==> src/rtl/sha_msg_feeder.sv <==
// Byte-stream front end for a single-block SHA-256 core: pads a 1-55 byte message into
// one 512-bit block, launches the core, and hands its digest out on a valid/ready port.
module sha_msg_feeder #(
  parameter int unsigned WAIT_LIMIT = 127
) (
  input  logic         clk,
  input  logic         clr,
  input  logic         in_valid,
  input  logic [7:0]   in_data,
  input  logic         in_last,
  output logic         in_ready,
  output logic [511:0] core_msg,
  output logic         core_start,
  input  logic [255:0] core_hash,
  input  logic         core_valid,
  output logic [255:0] hash_out,
  output logic         hash_valid,
  input  logic         hash_ready,
  output logic         len_err,
  output logic         tmo_err
);

  typedef enum logic [2:0] {
    ST_COLLECT = 3'd0,
    ST_PAD     = 3'd1,
    ST_START   = 3'd2,
    ST_WAIT    = 3'd3,
    ST_RESULT  = 3'd4
  } state_e;

  localparam logic [8:0] LIMIT_C = 9'(WAIT_LIMIT);

  state_e         state_q;
  logic [511:0]   block_q;
  logic [5:0]     count_q;
  logic [5:0]     count_d;
  logic [5:0]     len_q;
  logic           ovf_q;
  logic [7:0]     wait_q;
  logic [255:0]   hash_q;
  logic           in_ready_q;
  logic           start_q;
  logic           hvalid_q;
  logic           len_err_q;
  logic           tmo_err_q;
  logic           accept_s;
  logic           ovf_s;
  logic [8:0]     wr_base_s;

  // Byte lane n lives at [511-8n -: 8]; returns the low bit index of that lane.
  function automatic logic [8:0] lane_base(input logic [5:0] lane);
    return 9'd504 - {lane, 3'b000};
  endfunction

  assign accept_s  = in_valid & in_ready_q;
  assign ovf_s     = ovf_q | (count_q >= 6'd55);
  assign wr_base_s = lane_base((state_q == ST_PAD) ? len_q : count_q);

  // Saturating byte counter next value.
  always_comb begin
    count_d = count_q;
    if (count_q < 6'd56) begin
      count_d = count_q + 6'd1;
    end else begin
      count_d = count_q;
    end
  end

  // Main control FSM with all outputs registered.
  always_ff @(posedge clk or negedge clr) begin
    if (!clr) begin
      state_q    <= ST_COLLECT;
      block_q    <= '0;
      count_q    <= 6'd0;
      len_q      <= 6'd0;
      ovf_q      <= 1'b0;
      wait_q     <= 8'd0;
      hash_q     <= '0;
      in_ready_q <= 1'b1;
      start_q    <= 1'b0;
      hvalid_q   <= 1'b0;
      len_err_q  <= 1'b0;
      tmo_err_q  <= 1'b0;
    end else begin
      start_q   <= 1'b0;
      len_err_q <= 1'b0;
      tmo_err_q <= 1'b0;
      case (state_q)
        ST_COLLECT: begin
          if (accept_s) begin
            if (count_q < 6'd55) block_q[wr_base_s +: 8] <= in_data;
            if (in_last && ovf_s) begin
              // Over-long message: drop everything collected so far.
              len_err_q <= 1'b1;
              block_q   <= '0;
              count_q   <= 6'd0;
              ovf_q     <= 1'b0;
            end else if (in_last) begin
              len_q      <= count_q + 6'd1;
              count_q    <= count_d;
              state_q    <= ST_PAD;
              in_ready_q <= 1'b0;
            end else begin
              count_q <= count_d;
              ovf_q   <= ovf_s;
            end
          end
        end
        ST_PAD: begin
          block_q[wr_base_s +: 8] <= 8'h80;
          block_q[63:0]           <= {55'd0, len_q, 3'b000};
          wait_q                  <= 8'd0;
          start_q                 <= 1'b1;
          state_q                 <= ST_START;
        end
        ST_START: begin
          wait_q  <= 8'd1;
          state_q <= ST_WAIT;
        end
        ST_WAIT: begin
          if (core_valid) begin
            hash_q   <= core_hash;
            hvalid_q <= 1'b1;
            state_q  <= ST_RESULT;
          end else if (({1'b0, wait_q} + 9'd1) >= LIMIT_C) begin
            tmo_err_q  <= 1'b1;
            block_q    <= '0;
            count_q    <= 6'd0;
            ovf_q      <= 1'b0;
            in_ready_q <= 1'b1;
            state_q    <= ST_COLLECT;
          end else begin
            wait_q <= wait_q + 8'd1;
          end
        end
        ST_RESULT: begin
          if (hash_ready) begin
            hvalid_q   <= 1'b0;
            block_q    <= '0;
            count_q    <= 6'd0;
            ovf_q      <= 1'b0;
            in_ready_q <= 1'b1;
            state_q    <= ST_COLLECT;
          end
        end
        default: begin
          block_q    <= '0;
          count_q    <= 6'd0;
          ovf_q      <= 1'b0;
          hvalid_q   <= 1'b0;
          in_ready_q <= 1'b1;
          state_q    <= ST_COLLECT;
        end
      endcase
    end
  end

  assign in_ready   = in_ready_q;
  assign core_msg   = block_q;
  assign core_start = start_q;
  assign hash_out   = hash_q;
  assign hash_valid = hvalid_q;
  assign len_err    = len_err_q;
  assign tmo_err    = tmo_err_q;

endmodule

==> config.mk <==
export PLATFORM = sky130hd
export DESIGN_NAME = sha_msg_feeder
export DESIGN_NICKNAME = d
export VERILOG_FILES = /design/src/rtl/sha_msg_feeder.sv
export SDC_FILE = /design/constraint.sdc
export NUM_CORES = 1
export LEC_CHECK = 0
export ABC_AREA = 1
export BUFFER_PORTS_ARGS = -buffer_cell sky130_fd_sc_hd__buf_4
export CORE_AREA = 2 2 412 414
export CTS_CLUSTER_SIZE = 30
export DETAILED_ROUTE_END_ITERATION = 12
export DIE_AREA = 0 0 414 416
export PLACE_DENSITY = 0.5
export SYNTH_ARGS = -nofsm -noshare
export SYNTH_HDL_FRONTEND = slang
export SYNTH_SLANG_ARGS = --single-unit
==> constraint.sdc <==
create_clock -name clk -period 4.5 [get_ports clk]
set_input_delay 0.9 -clock clk [delete_from_list [all_inputs] [get_ports clk]]
set_output_delay 0.9 -clock clk [all_outputs]
set_load 0.01 [all_outputs]
==> results.tsv <==
metric	value	unit
EDFF count, synth	0	
number of DRC markers in iteration 0	2216	
Setup Buffers After CTS	0	
Core Util, Final	0.2926	
CP dominant cell by count	nor2_1	
global route total overflow	0	
Worst Setup Start Kind	flip-flop	
die footprint	172200	µm²
final wirelength	179.3	mm
DR vias	31510	
Final WS setup	0.6561	ns
top cells by area, synth	dfrtp_1 56%, nor2_1 9.7%, mux2_2 8.2%	
internal power	17.78	mW
Placement Setup Slack	0.6731	ns
period utilisation layout	0.8542	
CP cell instances	inv_2 -> nand3_4 -> nand2_1 -> nand2_4 -> ha_1 -> nand3b_1 -> nand2_4 -> inv_2 -> nor2_1 -> nand2_2 -> nor2_1 -> nand2_1 -> nor2_1 -> inv_1 -> nor2_1 -> nor2_1	
CTS root buffer	clkbuf_16	
core area	168100	µm²
Worst-path clk slew	0.06	ns
# IOs	1043	
HP Class	in2async	
ys async rst share	1.000	
critical path required time	5.10	ns
number of vias per cell	4.319	
post-synth cell types	39	
area of placed instances	45740	µm²
final setup violation count	0	
layout cells sized above 1	0.3265	
Hold Slack	0.2300	ns
Pleak	25.34	nW
Critical path buffers and inverters	3	
Routed Antenna Nets	0	
WL per Instance	24.57	µm
fmax	260.2	MHz
outcome	finished clean	
Initial Util	0.2098	
Post-DP HPWL	139.1	mm
PwrDens	599.3	nW/µm²
Max stage delay on crit path	0.53	ns
CTS Buf Count	100	
Longest Clk Path Bufs	3	
TNS Setup	0	ns
Net Sw Power	11.71	mW
Routability Congestion	0.8949	
Gate power share	0.388	
Clock Latency Late Sink	0.74	ns
Power Total	29.49	mW
switching share of power	0.3971	
Critical Path Slowest Stage Cell	nor2_1	
hold buffers post-CTS	0	
Crit Path Max Fanout	11	
largest net degree at the start of global routing	156	
CTS tree	built	
Final Max Tran Viols	0	
clk_skew	0.02352	ns
Synth top area share	0.5647	
min Tclk post-route	3.844	ns
CP delay by family, top	simple AND/OR/NAND/NOR gates	
placed insts	7104	
first-pass GRT wire length	247.8	mm
Peak supply drop	0.7054	mV
Cell Area, Synth	35270	µm²
WS Path Type	reg2reg	
Die Height	416	µm
number of fill cells	18060	
Rel. slew slack	0.2404	
overall routing resource usage	0.2026	
Buffers on Ports	1042	
Syn. warnings	0	
worst-margin pin slew	1.139	ns
DR pass1 iterations	8	
synth cell count leaders	916 x nor2_1, 796 x dfrtp_1, 752 x nand2_1, 314 x o21ai_0, 290 x inv_1	
part of the power in the clock network	0.290	
Yosys reg bits	797	
H-tree depth	3	
Sequential Power Share	0.322	
Post-CTS Resized	0	
Std-Cell Rows	151	
antenna violations before repair	16	
Max-Cap Viols	0	
Hold Violations, Final	0	
synthesis-to-layout area growth	39.50	%
RSZ-0062 raised after global routing	false	
Syn Nets	4246	
post-synthesis sequential area ratio	0.5654	
Final #Nets	5262	
vias in the first global route	31900	
most numerous cell in the Yosys netlist	nor2_1	
synthesized netlist cell count	3972	
DR DRC count	0	
Arr. time, crit path	4.44	ns
Die W	414	µm
CP endpoint kind	flip-flop	
top_reg_cell synth	dfrtp_1	
Mean Syn Cell Area	8.881	µm²
non-filler cells, final	7295	
post-route cell area	49210	µm²
cell taking the most area after synthesis	dfrtp_1	
Sink Count	797	
## cell families (layout without fill, tap and decap cells)
logic type / count (synthesis) / in the layout / share of synthesized area
flip-flops: 797 / 797 / 0.5654
other: 0 / 5 / 0
AND/OR/NAND/NOR: 1984 / 1984 / 0.2317
multiplexers: 256 / 256 / 0.08173
buffers and inverters: 509 / 1609 / 0.05885
AO/OA/AOI/OAI: 418 / 418 / 0.05984
adder cells (fa/ha/maj): 4 / 4 / 0.001419
XOR/XNOR: 4 / 4 / 0.0009931
## worst reg2reg max path: cells and delay by family (launching register included)
family / cells / cell delay, ns
AND/OR/NAND/NOR: 12 / 2.56
adder cells (fa/ha/maj): 1 / 0.23
flip-flops: 1 / 0.42
buffers and inverters: 3 / 0.52
## layout make-up
type / count / area [µm²] / area share
timing repair buffer: 1113 / 8526 / 0.1733
tap: 2218 / 2775 / 0.05640
sequential: 797 / 19950 / 0.4053
multi-input combinational: 2666 / 13330 / 0.2709
clock buffer: 134 / 2813 / 0.05716
clock inverter: 52 / 640.6 / 0.01302
antenna: 5 / 12.51 / 0.0002543
inverter: 310 / 1166 / 0.02370
## flip-flops by register name (all words and copies together) (netlist names), 3 cells and up
register,count
state_q,3
count_q,6
hash_out,256
core_msg,512
len_q,6
wait_q,8
## path summary, 6_finish.rpt
path / startpoint / end / slack (ns) / depth (start not counted)
max in group asynchronous: clr / core_msg[2] / 3.11 / 2
min reg2reg: len_q[2] / len_q[2] / 0.48 / 2
max: state_q[1] / core_msg[108] / 0.66 / 16
min: clr / hash_out[39] / 0.23 / 1
min in group clk: core_hash[48] / hash_out[48] / 0.39 / 2
max reg2reg: state_q[1] / core_msg[108] / 0.66 / 16
## placed cells by master, fill, tap and decap left out, types with 3 or more instances in the layout
master	n
nand3_4	3
buf_4	1099
nor2_4	19
inv_6	6
o21ai_0	314
clkinv_4	7
mux2_2	256
o21ai_1	26
o22ai_1	5
clkinv_2	19
inv_1	289
nor2_2	42
nor3_2	9
nor3_1	41
xor2_1	4
clkbuf_8	14
nand3_1	155
nand2_4	6
inv_2	13
dfrtp_1	796
buf_12	13
nand4_1	18
a21oi_1	69
nor4_1	3
nor2_1	912
nand2_1	751
diode_2	5
nand3_2	3
clkbuf_16	102
clkinvlp_4	7
clkinv_1	6
clkbuf_1	18
nand2_2	15
ha_1	4
bufinv_16	11
## per-layer routing
metal | up-vias | routed length, µm | GRT usage
met5 | - | 50 | 0
met4 | 8 | 9317 | 0.1011
met3 | 275 | 14350 | 0.06669
met2 | 1085 | 93760 | 0.3722
met1 | 15460 | 61780 | 0.2042
li1 | 14680 | - | -
## power by group through the flow
stage	combinational, mW	sequential (mW)	clock [mW]
finish	11.4	9.51	8.55
global route	12.2	9.66	9.08
CTS	11.7	9.50	8.81
detailed placement	11.7	9.62	0
global placement	11.6	9.57	0
floorplan	5.21	10.1	0
Power figures use the tool's default switching activity.
